--- config.mk ---
export PLATFORM = sky130hd
export DESIGN_NAME = return_addr_stack
export DESIGN_NICKNAME = d
export VERILOG_FILES = /design/src/rtl/mips_pkg.sv /design/src/rtl/ras_mem.sv /design/src/rtl/return_addr_stack.sv
export SDC_FILE = /design/constraint.sdc
export NUM_CORES = 1
export LEC_CHECK = 0
export ABC_AREA = 1
export CORE_ASPECT_RATIO = 0.8
export CORE_MARGIN = 3
export CORE_UTILIZATION = 40
export CTS_BUF_LIST = sky130_fd_sc_hd__clkbuf_16
export DETAILED_ROUTE_END_ITERATION = 12
export PLACE_DENSITY_LB_ADDON = 0.08
export SYNTH_ARGS = -nofsm -noshare
export SYNTH_HDL_FRONTEND = slang
export SYNTH_SLANG_ARGS = --single-unit
--- constraint.sdc ---
create_clock -name clk -period 4.14 [get_ports clk]
set_clock_uncertainty 0.2 [all_clocks]
set_input_delay 0.828 -clock clk [delete_from_list [all_inputs] [get_ports clk]]
set_output_delay 0.828 -clock clk [all_outputs]
set_load 0.005 [all_outputs]
--- src/rtl/mips_pkg.sv ---
// Shared Mini-MIPS definitions: instruction field constants used by the
// jump path, the default address width, and the RAS operation decode.
package mips_pkg;

    // Primary opcodes relevant to call/return handling
    localparam logic [5:0] OPC_SPECIAL = 6'b000000;
    localparam logic [5:0] OPC_J       = 6'b000010;
    localparam logic [5:0] OPC_JAL     = 6'b000011;

    // SPECIAL funct code for jr
    localparam logic [5:0] FN_JR       = 6'b001000;

    // Default address width for the fetch path
    localparam int MIPS_AW = 32;

    // What the return-address stack does in a given cycle
    typedef enum logic [1:0] {
        RAS_IDLE    = 2'b00,
        RAS_PUSH    = 2'b01,
        RAS_POP     = 2'b10,
        RAS_REPLACE = 2'b11   // push and pop retire together
    } ras_op_e;

    // Collapse the two retire strobes into one operation code
    function automatic ras_op_e ras_decode(input logic push, input logic pop);
        ras_op_e op;
        case ({pop, push})
            2'b01:   op = RAS_PUSH;
            2'b10:   op = RAS_POP;
            2'b11:   op = RAS_REPLACE;
            default: op = RAS_IDLE;
        endcase
        return op;
    endfunction

endpackage

--- src/rtl/ras_mem.sv ---
// Storage for the return-address stack: DEPTH x AW registers, one write
// port, one asynchronous read port. Contents are deliberately not reset;
// the owner masks stale data using its occupancy count.
module ras_mem
    import mips_pkg::*;
#(
    parameter int DEPTH = 8,
    parameter int AW    = MIPS_AW,
    parameter int PW    = $clog2(DEPTH)
) (
    input  logic          clk,
    input  logic          we_i,
    input  logic [PW-1:0] waddr_i,
    input  logic [AW-1:0] wdata_i,
    input  logic [PW-1:0] raddr_i,
    output logic [AW-1:0] rdata_o
);

    logic [AW-1:0] mem_q [DEPTH];

    // Single write port, no reset on the array contents
    always_ff @(posedge clk) begin
        if (we_i) begin
            mem_q[waddr_i] <= wdata_i;
        end
    end

    assign rdata_o = mem_q[raddr_i];

endmodule

--- src/rtl/return_addr_stack.sv ---
// Return-address stack for the Mini-MIPS fetch path. jal pushes its link
// address; jr pops, and the popped top is checked against the real target
// so a one-cycle mispredict pulse can be raised on the following cycle.
module return_addr_stack
    import mips_pkg::*;
#(
    parameter int DEPTH = 8,
    parameter int AW    = MIPS_AW
) (
    input  logic          clk,
    input  logic          rst,
    input  logic          push_en,
    input  logic [AW-1:0] push_addr,
    input  logic          pop_en,
    input  logic [AW-1:0] pop_actual,
    output logic          top_valid,
    output logic [AW-1:0] top_addr,
    output logic          mispredict,
    output logic          overflow,
    output logic          underflow
);

    localparam int PW = $clog2(DEPTH);
    localparam int CW = PW + 1;           // count spans 0..DEPTH inclusive

    logic [PW-1:0] ptr_q, ptr_d;          // next free slot
    logic [CW-1:0] count_q, count_d;
    logic          misp_q, misp_d;
    logic          ovf_q, ovf_d;
    logic          unf_q, unf_d;

    logic [PW-1:0] top_idx;
    logic [AW-1:0] rd_data;
    logic          empty;
    logic          full;
    logic          wr_en;
    logic [PW-1:0] wr_addr;
    ras_op_e       op;

    assign op      = ras_decode(push_en, pop_en);
    assign empty   = (count_q == '0);
    assign full    = (count_q == CW'(DEPTH));
    assign top_idx = ptr_q - PW'(1);

    // A same-cycle push+pop on a non-empty stack overwrites the top in place;
    // every other push (including push+pop on empty) lands in the free slot.
    // Writes are suppressed while reset is held so the edge is fully ignored.
    assign wr_en   = push_en & ~rst;
    assign wr_addr = (op == RAS_REPLACE && !empty) ? top_idx : ptr_q;

    ras_mem #(
        .DEPTH (DEPTH),
        .AW    (AW),
        .PW    (PW)
    ) u_mem (
        .clk     (clk),
        .we_i    (wr_en),
        .waddr_i (wr_addr),
        .wdata_i (push_addr),
        .raddr_i (top_idx),
        .rdata_o (rd_data)
    );

    // Outputs depend on registered state only; stale memory is hidden when empty
    assign top_valid  = ~empty;
    assign top_addr   = empty ? '0 : rd_data;
    assign mispredict = misp_q;
    assign overflow   = ovf_q;
    assign underflow  = unf_q;

    // Next-state for pointer, count, sticky flags and the prediction check
    always_comb begin
        ptr_d   = ptr_q;
        count_d = count_q;
        ovf_d   = ovf_q;
        unf_d   = unf_q;
        misp_d  = 1'b0;
        case (op)
            RAS_PUSH: begin
                ptr_d = ptr_q + PW'(1);
                if (full) begin
                    ovf_d = 1'b1;             // oldest entry silently lost
                end else begin
                    count_d = count_q + CW'(1);
                end
            end
            RAS_POP: begin
                if (empty) begin
                    unf_d  = 1'b1;
                    misp_d = 1'b1;
                end else begin
                    ptr_d   = top_idx;
                    count_d = count_q - CW'(1);
                    misp_d  = (rd_data != pop_actual);
                end
            end
            RAS_REPLACE: begin
                if (empty) begin
                    // Empty pop then push: the push still takes effect
                    unf_d   = 1'b1;
                    misp_d  = 1'b1;
                    ptr_d   = ptr_q + PW'(1);
                    count_d = CW'(1);
                end else begin
                    misp_d = (rd_data != pop_actual);   // checked against old top
                end
            end
            default: begin
            end
        endcase
    end

    // State registers with asynchronous clear
    always_ff @(posedge clk or posedge rst) begin
        if (rst) begin
            ptr_q   <= '0;
            count_q <= '0;
            misp_q  <= 1'b0;
            ovf_q   <= 1'b0;
            unf_q   <= 1'b0;
        end else begin
            ptr_q   <= ptr_d;
            count_q <= count_d;
            misp_q  <= misp_d;
            ovf_q   <= ovf_d;
            unf_q   <= unf_d;
        end
    end

endmodule

==> results.yml <==
floorplanning:
  die_area_mm2: 0.0319
  die_h_um: 160
  die_w_um: 199
  fp-row-count: 55
  start_util_pct: 41.4
  fp.coreArea_mm2: 0.0288
  ios: 104
sta:
  fmax_mhz: 249
  period_share_pct: 97.0
  hold_ws_ps: 278
  grt_setup_unrepaired: "no"
  tns_ps: 0
  maxSlewHeadroom_pct: 39.4
  setup_viol: 0
  finalHoldViolCount: 0
  layout_min_cycle_time_ps: 4020
  worst_pin_slew_ps: 905
  final_max_slew_viol_count: 0
synthesis:
  netlist.area_leader.share_pct: 64.5
  syn_avg_cell_area_um2: 10.1
  synthArstFlopShare_pct: 3.76
  synth_most_common_cell: "nand2_1"
  synthesis.instances: 1185
  synth_flop_cell: "edfxtp_1"
  synth_cell_types: 29
  synth_fp_nets: 1258
  synth-seq-cells: 266
  synth_area_leaders: "edfxtp_1 (65%), nand2_1 (9.7%), nor2_1 (6.1%), nand3_1 (5.0%), inv_1 (4.4%)"
  synth_edf_count: 256
  synth_top_area_cell: "edfxtp_1"
  synth_common_cells: "nand2_1 (307), edfxtp_1 (256), nor2_1 (192)"
  syn_area_mm2: 0.0119
  synth-warning-count: 0
  yosysSeqAreaShare_pct: 66.6
drt:
  first_pass_iters: 7
  drt-initial-drc-count: 504
  vias_per_cell: 4.87
  wl_um: 31700
  drtAntennaViolNets: 0
  remaining_drc_errors: 0
  avgRoutedWirePerCell_um: 18.7
  vias: 8221
power_and_ir_drop:
  p_leak_uw: 0.00593
  p_sw_uw: 5140
  peakVddDrop_mv: 0.640
  pwr-share-comb_pct: 52.7
  power_density_mw_per_mm2: 860
  pwr-share-seq_pct: 26.6
  p_int_uw: 7370
  clock_power_share_pct: 20.7
  swShare_pct: 41.1
global_routing:
  grt.total_usage_pct: 19.9
  grt-ovfl-total: 0
  antenna_found_initial: 0
  grt_pass1_vias: 7963
  grt_pass1_wl_um: 48400
  grt_max_degree: 144
cts:
  cts_made_buffers: 28
  cts_tree: "done"
  htree_levels: 1
  clk_path_buf_depth: 3
  cts_sinks: 266
  insertion_delay_ps: 540
  cts_hold_buffers: 0
  clk_pin_slew_worst_paths_ps: 60
  cts_root_buf: "clkbuf_16"
setup_path:
  cp_max_fo: 76
  r2r-start: "ptr_q[0]$_DFFE_PP0P_"
  cp-end-kind: "output port"
  required_ps: 3110
  cp-start-kind: "flop"
  crit_start: "ptr_q[0]$_DFFE_PP0P_"
  path_class: "reg -> out"
  critPathArrivalTime_ps: 2990
place:
  dp_hpwl_um: 18600
  dpl_cell_area_mm2: 0.0135
  io_buffers: 103
  gp_congestion: 0.742
final_layout:
  drive_above_1_share_pct: 7.05
  layout.nets: 1370
  area_delta_synth_final_pct: 22.1
  nFillCells: 2654
  final_area_mm2: 0.0145
  n_antenna_cell: 0
run_status:
  outcome: "finished, final reports clean"
min_path:
  min-delay-start: "underflow$_DFFE_PP0P_"
  hold_path.class: "reg -> reg"
flow_run:
  cap_violations: 0
[per-stage QoR]
step / instances / total power [uW] / worst slack, ps / util [%]
2_1_floorplan: 1185 / 7090 / 102 / -
3_3_place_gp: 1633 / 9920 / 458 / 47.1
3_5_place_dp: 1633 / 9920 / 374 / 47.1
4_1_cts: 1686 / 12600 / 52.6 / 50.5
5_1_grt: 1689 / 13500 / 9.71 / 50.6
6_report: 1689 / 12500 / 123 / 50.6
[kinds of logic after synthesis]
family / synth area share (%)
AND/OR/NAND/NOR: 22.4
flip-flops: 66.6
buffers and inverters: 6.57
AO/OA/AOI/OAI: 2.95
XOR/XNOR: 0.641
adder cells (fa/ha/maj): 0.588
multiplexers: 0.189
[state kept, by name, indices dropped and copies added, names as in the netlist]
name,count
mispredict,1
ptr_q,3
underflow,1
u_mem.mem_q,256
count_q,4
overflow,1
[layout by cell type (no fill, tap or decap), drive strengths merged, types with 19 or more instances in the layout]
cell / netlist / final
buf: 31 / 29
clkbuf: 20 / 29
clkdlybuf4s50: 0 / 103
edfxtp: 256 / 256
inv: 142 / 146
nand2: 307 / 307
nand3: 123 / 123
nand3b: 19 / 19
nor2: 192 / 192
o21ai: 59 / 59
[per-layer routing]
layer | routed length, um | share of wire (%) | vias to the layer above | global-route usage [%]
met1 | 15400 | 49 | 3891 | 30.2
met2 | 14400 | 45 | 191 | 31.2
li1 | - | - | 4112 | -
met4 | 434 | 1.4 | 0 | 3.22
met3 | 1410 | 4.5 | 27 | 2.71
met5 | 0 | 0 | - | 0
[area by class of cell]
class	instances	area (um^2)	share of cell area [%]
tap	370	463	3.18
sequential	266	7940	54.6
inverter	142	537	3.69
multi-input combinational	727	3290	22.6
clock buffer	29	726	4.99
clock inverter	23	228	1.57
timing repair buffer	132	1360	9.36
[timing repair]
item                       CTS  global route
cloned                       1             0
pin swaps                    1             1
setup endpoints to repair   16             4
resized for setup            1             0
setup buffers                0             3
[path summary, 6_finish.rpt]
check / end / slack (ps) / cells after the start
setup / recovery: top_addr[27] / 120 / 9
max in group asynchronous: ptr_q[0]$_DFFE_PP0P_ / 3020 / 2
hold / removal: underflow$_DFFE_PP0P_ / 280 / 1
hold reg to reg: underflow$_DFFE_PP0P_ / 280 / 1
setup reg to reg: mispredict$_DFF_PP0_ / 970 / 13
min in group asynchronous: underflow$_DFFE_PP0P_ / 410 / 2
[critical path, stage by stage, from the launching register on]
cell,delay [ps]
dfrtp_4,490
clkinv_2,80
ha_2,300
buf_12,200
nor2_1,170
o21ai_0,90
nand3_1,130
nand2_1,90
nor2_1,230
clkdlybuf4s50_1,560
[power by group through the flow]
| stage | registers [uW] | clock network (uW) | logic, uW |
|---|---|---|---|
| floorplan | 3360 | 0 | 3730 |
| global placement | 3370 | 0 | 6540 |
| detailed placement | 3380 | 0 | 6540 |
| CTS | 3330 | 2630 | 6620 |
| global route | 3350 | 2730 | 7380 |
| finish | 3330 | 2590 | 6590 |
(Power assumes the default switching activity.)
==> RTL change 1, RTL diff (same settings) <==
`DEPTH` is set to 8 in 2 places; all go to 4.
--- a/src/rtl/ras_mem.sv
+++ b/src/rtl/ras_mem.sv
@@ -4,7 +4,7 @@
 module ras_mem
     import mips_pkg::*;
 #(
-    parameter int DEPTH = 8,
+    parameter int DEPTH = 4,
     parameter int AW    = MIPS_AW,
     parameter int PW    = $clog2(DEPTH)
 ) (
--- a/src/rtl/return_addr_stack.sv
+++ b/src/rtl/return_addr_stack.sv
@@ -4,7 +4,7 @@
 module return_addr_stack
     import mips_pkg::*;
 #(
-    parameter int DEPTH = 8,
+    parameter int DEPTH = 4,
     parameter int AW    = MIPS_AW
 ) (
     input  logic          clk,
Function: changed (a bounded check fails within 10 cycles, from zero or initial values and one cycle with rst high).
==> RTL change 1 against the unedited design <==
- critical path type unchanged
- power fell by 52%
- die area decreased by 46%
- worst setup slack improved by 0.36 ns
- core utilization up 3.6 points
- synthesized area fell by 47%
- cell area fell by 43%
- wire length decreased by 48%
- via count is 41% lower
- sequential cell count shrank 130
- worst hold slack worse by 0.0040 ns
- critical endpoint is now top_addr[1]
- critical path depth down 2
==> RTL change 1: results (changes against the unedited design) <==
status complete, no violations (unchanged); Worst-Skew Late Latency 0.42 ns (was 0.54 ns); Hold Path Origin overflow$_DFFE_PP0P_ (was underflow$_DFFE_PP0P_); biggest registers after layout u_mem.mem_q (128), count_q (3), ptr_q (2) (was u_mem.mem_q (256), count_q (4), ptr_q (3)); hold path endpoint overflow$_DFFE_PP0P_ (was underflow$_DFFE_PP0P_); largest net degree at the start of global routing 62 (was 144); register area share after synthesis 0.641 (was 0.666); worst r2r src count_q[0]$_DFFE_PP0P_ (was ptr_q[0]$_DFFE_PP0P_); first-pass GRT wire length 25,700 um (was 48,400 um); post-synthesis cell type count 28 (was 29); Via density 4.81 (was 4.87); P_leak 3.53 nW (was 5.93 nW); Post-synth ARST share 0.0588 (was 0.0376); CTS resizes 0 (was 1); critical path peak fanout 61 (was 76); setup ws final 0.482 ns (was 0.123 ns); Hold WS 0.275 ns (was 0.278 ns); setup slack, reg-to-reg 1.22 ns (was 0.97 ns); routability cong. 0.813 (was 0.742); share of layout cells above drive strength 1 0.0662 (was 0.0705); DRT iter0 DRCs 327 (was 504); Tmin final 3.66 ns (was 4.02 ns); HPWL after DPL 11,500 um (was 18,600 um); fin nets 857 (was 1,370); fillers 1,363 (was 2,654)
RTL change 1: cell types whose count changed after synthesis, sizes merged, moves of 4 or more:
cell / delta
nor2: -158
edfxtp: -128
nand3: -95
inv: -94
o21ai: -51
nand2: +40
a21oi: +30
clkbuf: -17
nand3b: -15
buf: -11
ha: -4
RTL change 1: kinds of logic after synthesis:
family                     synth area share
buffers and inverters                0.0507
DFF                                   0.641
AOI/OAI and AO/OA                    0.0379
xor gates and xnor gates            0.00555
and+or+nand+nor                       0.262
adders and majority gates           0.00317
RTL change 1: through the flow:
stage,instances,power (W),instance area [um2]
final,1011,0.00600,8250
after global routing,1011,0.00642,8250
after CTS,1011,0.00604,8250
after detailed placement,979,0.00443,7610
after global placement,979,0.00440,7610
after floorplan,677,0.00329,6310
RTL change 1: final cells by class:
class	count	area, um2	share of cell area
inverter	48	183	0.0222
multi-input combinational	470	1980	0.240
sequential	136	4040	0.490
clock inverter	15	208	0.0252
tap	210	263	0.0319
timing repair buffer	115	1150	0.139
clock buffer	17	425	0.0516
RTL change 1: worst max-delay path: cells and delay by family (launching register included):
family / cells / cell delay [ns]
AO/OA/AOI/OAI: 1 / 0.27
buffers and inverters: 3 / 1.22
flip-flops: 1 / 0.46
AND/OR/NAND/NOR: 3 / 0.26
RTL change 1: routing by layer:
layer  track usage  vias up  part of all wire
met5             0        -                 0
met4        0.0717        0             0.022
met3        0.0529       28             0.055
met2         0.302      145              0.44
met1         0.270     2264              0.48
li1              -     2424                 -
RTL change 1: power groups by stage:
stage	Sequential [W]	Combinational, W	Clock [W]
2_1_floorplan	0.00176	0.00153	0
3_3_place_gp	0.00178	0.00262	0
3_5_place_dp	0.00179	0.00264	0
4_1_cts	0.00176	0.00266	0.00162
5_1_grt	0.00178	0.00294	0.00170
6_report	0.00176	0.00263	0.00160
==> RTL change 2, RTL diff (config.mk and constraints unchanged) <==
Without the edit above. Compare `count_q` against `CW'(DEPTH)` with >= in place of ==.
--- a/src/rtl/return_addr_stack.sv
+++ b/src/rtl/return_addr_stack.sv
@@ -39,7 +39,7 @@
 
     assign op      = ras_decode(push_en, pop_en);
     assign empty   = (count_q == '0);
-    assign full    = (count_q == CW'(DEPTH));
+    assign full    = (count_q >= CW'(DEPTH));
     assign top_idx = ptr_q - PW'(1);
 
     // A same-cycle push+pop on a non-empty stack overwrites the top in place;
Check against the original RTL: same outputs for any inputs over 4 cycles, from zero or initial values and one cycle with rst high; that may be too few to reach the edited logic, so the function may still have changed.
==> RTL change 2 against the unedited design <==
- wire length increased by 0.66%
- cell area fell by 0.77%
- core utilization decreased by 0.51 points
- die area rose by 0.15%
- synthesized area up 0.16%
- synthesized cell count increased by 0.51%
- clock power decreased by 14%
- worst setup slack improved by 0.054 ns
- combinational power increased by 3%
- sequential cell count stayed put
- power is 1.5% lower
==> RTL change 2: results (changes against the unedited design) <==
share of layout cells above drive strength 1 0.0643 (was 0.0705); first-pass GRT wire length 48,700 um (was 48,400 um); DRT iter0 DRCs 626 (was 504); overall routed net length 31,900 um (was 31,700 um); largest net degree at the start of global routing 140 (was 144); Via density 4.89 (was 4.87); status complete, no violations (unchanged); Power Internal 0.00714 W (was 0.00737 W); post-synthesis cell type count 28 (was 29); Hold Path Origin overflow$_DFFE_PP0P_ (was underflow$_DFFE_PP0P_); P_leak 5.90 nW (was 5.93 nW); routability cong. 0.788 (was 0.742); peak supply drop 0.566 mV (was 0.640 mV); GRT Total Usage 0.199 (about the same); non-filler cells, final 1,692 (was 1,689); Compound-Gate Fraction of Synth Area 0.0302 (was 0.0295); vias in the first global route 7,811 (was 7,963); register area share after synthesis 0.665 (was 0.666); hold path endpoint overflow$_DFFE_PP0P_ (was underflow$_DFFE_PP0P_); Crit path arrival time 2.93 ns (was 2.99 ns); Mapped Cells 1,191 (was 1,185); post-synthesis xor/xnor area fraction 0.00713 (was 0.00641); critical path peak fanout 77 (was 76); Post-synth ARST share 0.0376 (unchanged); drt pass-1 iters 5 (was 7); setup slack, reg-to-reg 1.05 ns (was 0.97 ns); Worst Reg-to-Reg Cells 16 (was 13); Placed Instances 1,639 (was 1,633); Synth Area in Adders 0.00587 (was 0.00588); CTS clk-pin slew, worst paths 0.07 ns; synth top area cells edfxtp_1 64%, nand2_1 9.6%, nor2_1 5.9%, nand3_1 5.4%, inv_1 4.6% (was edfxtp_1 65%, nand2_1 9.7%, nor2_1 6.1%, nand3_1 5.0%, inv_1 4.4%); normalized max-slew margin 0.529 (was 0.394); fin nets 1,378 (was 1,370); Synth top cells by count 305 x nand2_1, 256 x edfxtp_1, 187 x nor2_1 (was 307 x nand2_1, 256 x edfxtp_1, 192 x nor2_1); Crit path max-delay family buffers and inverters (unchanged); area leader, netlist edfxtp_1 (unchanged); mux contribution to synthesized area 0.000944 (was 0.00189); syn nets 1,264 (was 1,258); HPWL after DPL 19,100 um (was 18,600 um); dpl cell area 0.0136 mm2 (was 0.0135 mm2); Slowest Stage Delay on Critical Path 0.53 ns (was 0.56 ns)
## RTL change 2: cell count changes after synthesis, sizes merged, moves of 2 or more
cell	before	now
buf	31	42
clkbuf	20	10
inv	142	150
nand3	123	128
nor2	192	187
nand2	307	305
o211ai	3	1
o21ai	59	61
xor2	5	7
## RTL change 2: worst reg2reg max path, cell delays in order, from the launching register on
cell,delay (ns)
dfrtp_4,0.44
clkinv_2,0.09
ha_2,0.38
buf_12,0.35
nand3_1,0.20
nand3_1,0.11
nand2_1,0.16
buf_4,0.20
nand2_1,0.07
nand2_1,0.05
nor2_1,0.08
buf_4,0.15
nand2_1,0.06
nor2_1,0.10
nand3_1,0.16
nor2_1,0.16
nor2_1,0.05
## RTL change 2: worst max-delay path by stage
stage | end | depth (start not counted)
floorplan | u_mem.mem_q[6][0]$_DFFE_PP_ | 11
global placement | top_addr[4] | 9
detailed placement | top_addr[2] | 9
CTS | top_addr[20] | 8
global route | top_addr[9] | 8
finish | top_addr[9] | 8
## RTL change 2: final cells by class
type,count,area (um2)
Inverter,150,567
Multi-Input combinational cell,723,3250
Fill cell,2633,14400
Tap cell,370,463
Clock buffer,29,726
Timing Repair Buffer,136,1420
Clock inverter,18,75.1
Sequential cell,266,7940
## RTL change 2: cells by family (layout without fill, tap and decap cells)
kind of cell	Yosys count	in the layout
compound gates	69	69
xor+xnor	8	8
fa+ha+maj	5	5
buf+inv	202	333
flops	266	266
mux	1	1
simple gates	640	640
## RTL change 2: metrics by stage
step | hold WS [ns] | setup WS (ns)
3_3_place_gp | 0.255 | 0.539
5_1_grt | 0.284 | 0.0400
4_1_cts | 0.277 | 0.0628
3_5_place_dp | 0.262 | 0.526
2_1_floorplan | 0.266 | 0.285
6_report | 0.273 | 0.177
## RTL change 2: what timing repair did
| item | CTS | global route |
|---|---|---|
| gates resized for setup | 0 | 2 |
| setup buffers | 5 | 1 |
| pin swaps | 1 | 0 |
| setup endpoints to repair | 10 | 4 |
| hold buffers | 0 | 0 |
## RTL change 2: power groups by stage
| stage | sequential, W | clock (W) | combinational [W] |
|---|---|---|---|
| 6_report | 0.00332 | 0.00224 | 0.00676 |
| 5_1_grt | 0.00334 | 0.00239 | 0.00754 |
| 4_1_cts | 0.00332 | 0.00228 | 0.00684 |
| 3_5_place_dp | 0.00337 | 0 | 0.00666 |
| 3_3_place_gp | 0.00337 | 0 | 0.00666 |
| 2_1_floorplan | 0.00335 | 0 | 0.00374 |
## RTL change 2: layer usage
layer	GRT usage	part of all wire
met5	0	0
met4	0.0300	0.013
met1	0.312	0.50
met2	0.304	0.45
met3	0.0264	0.039
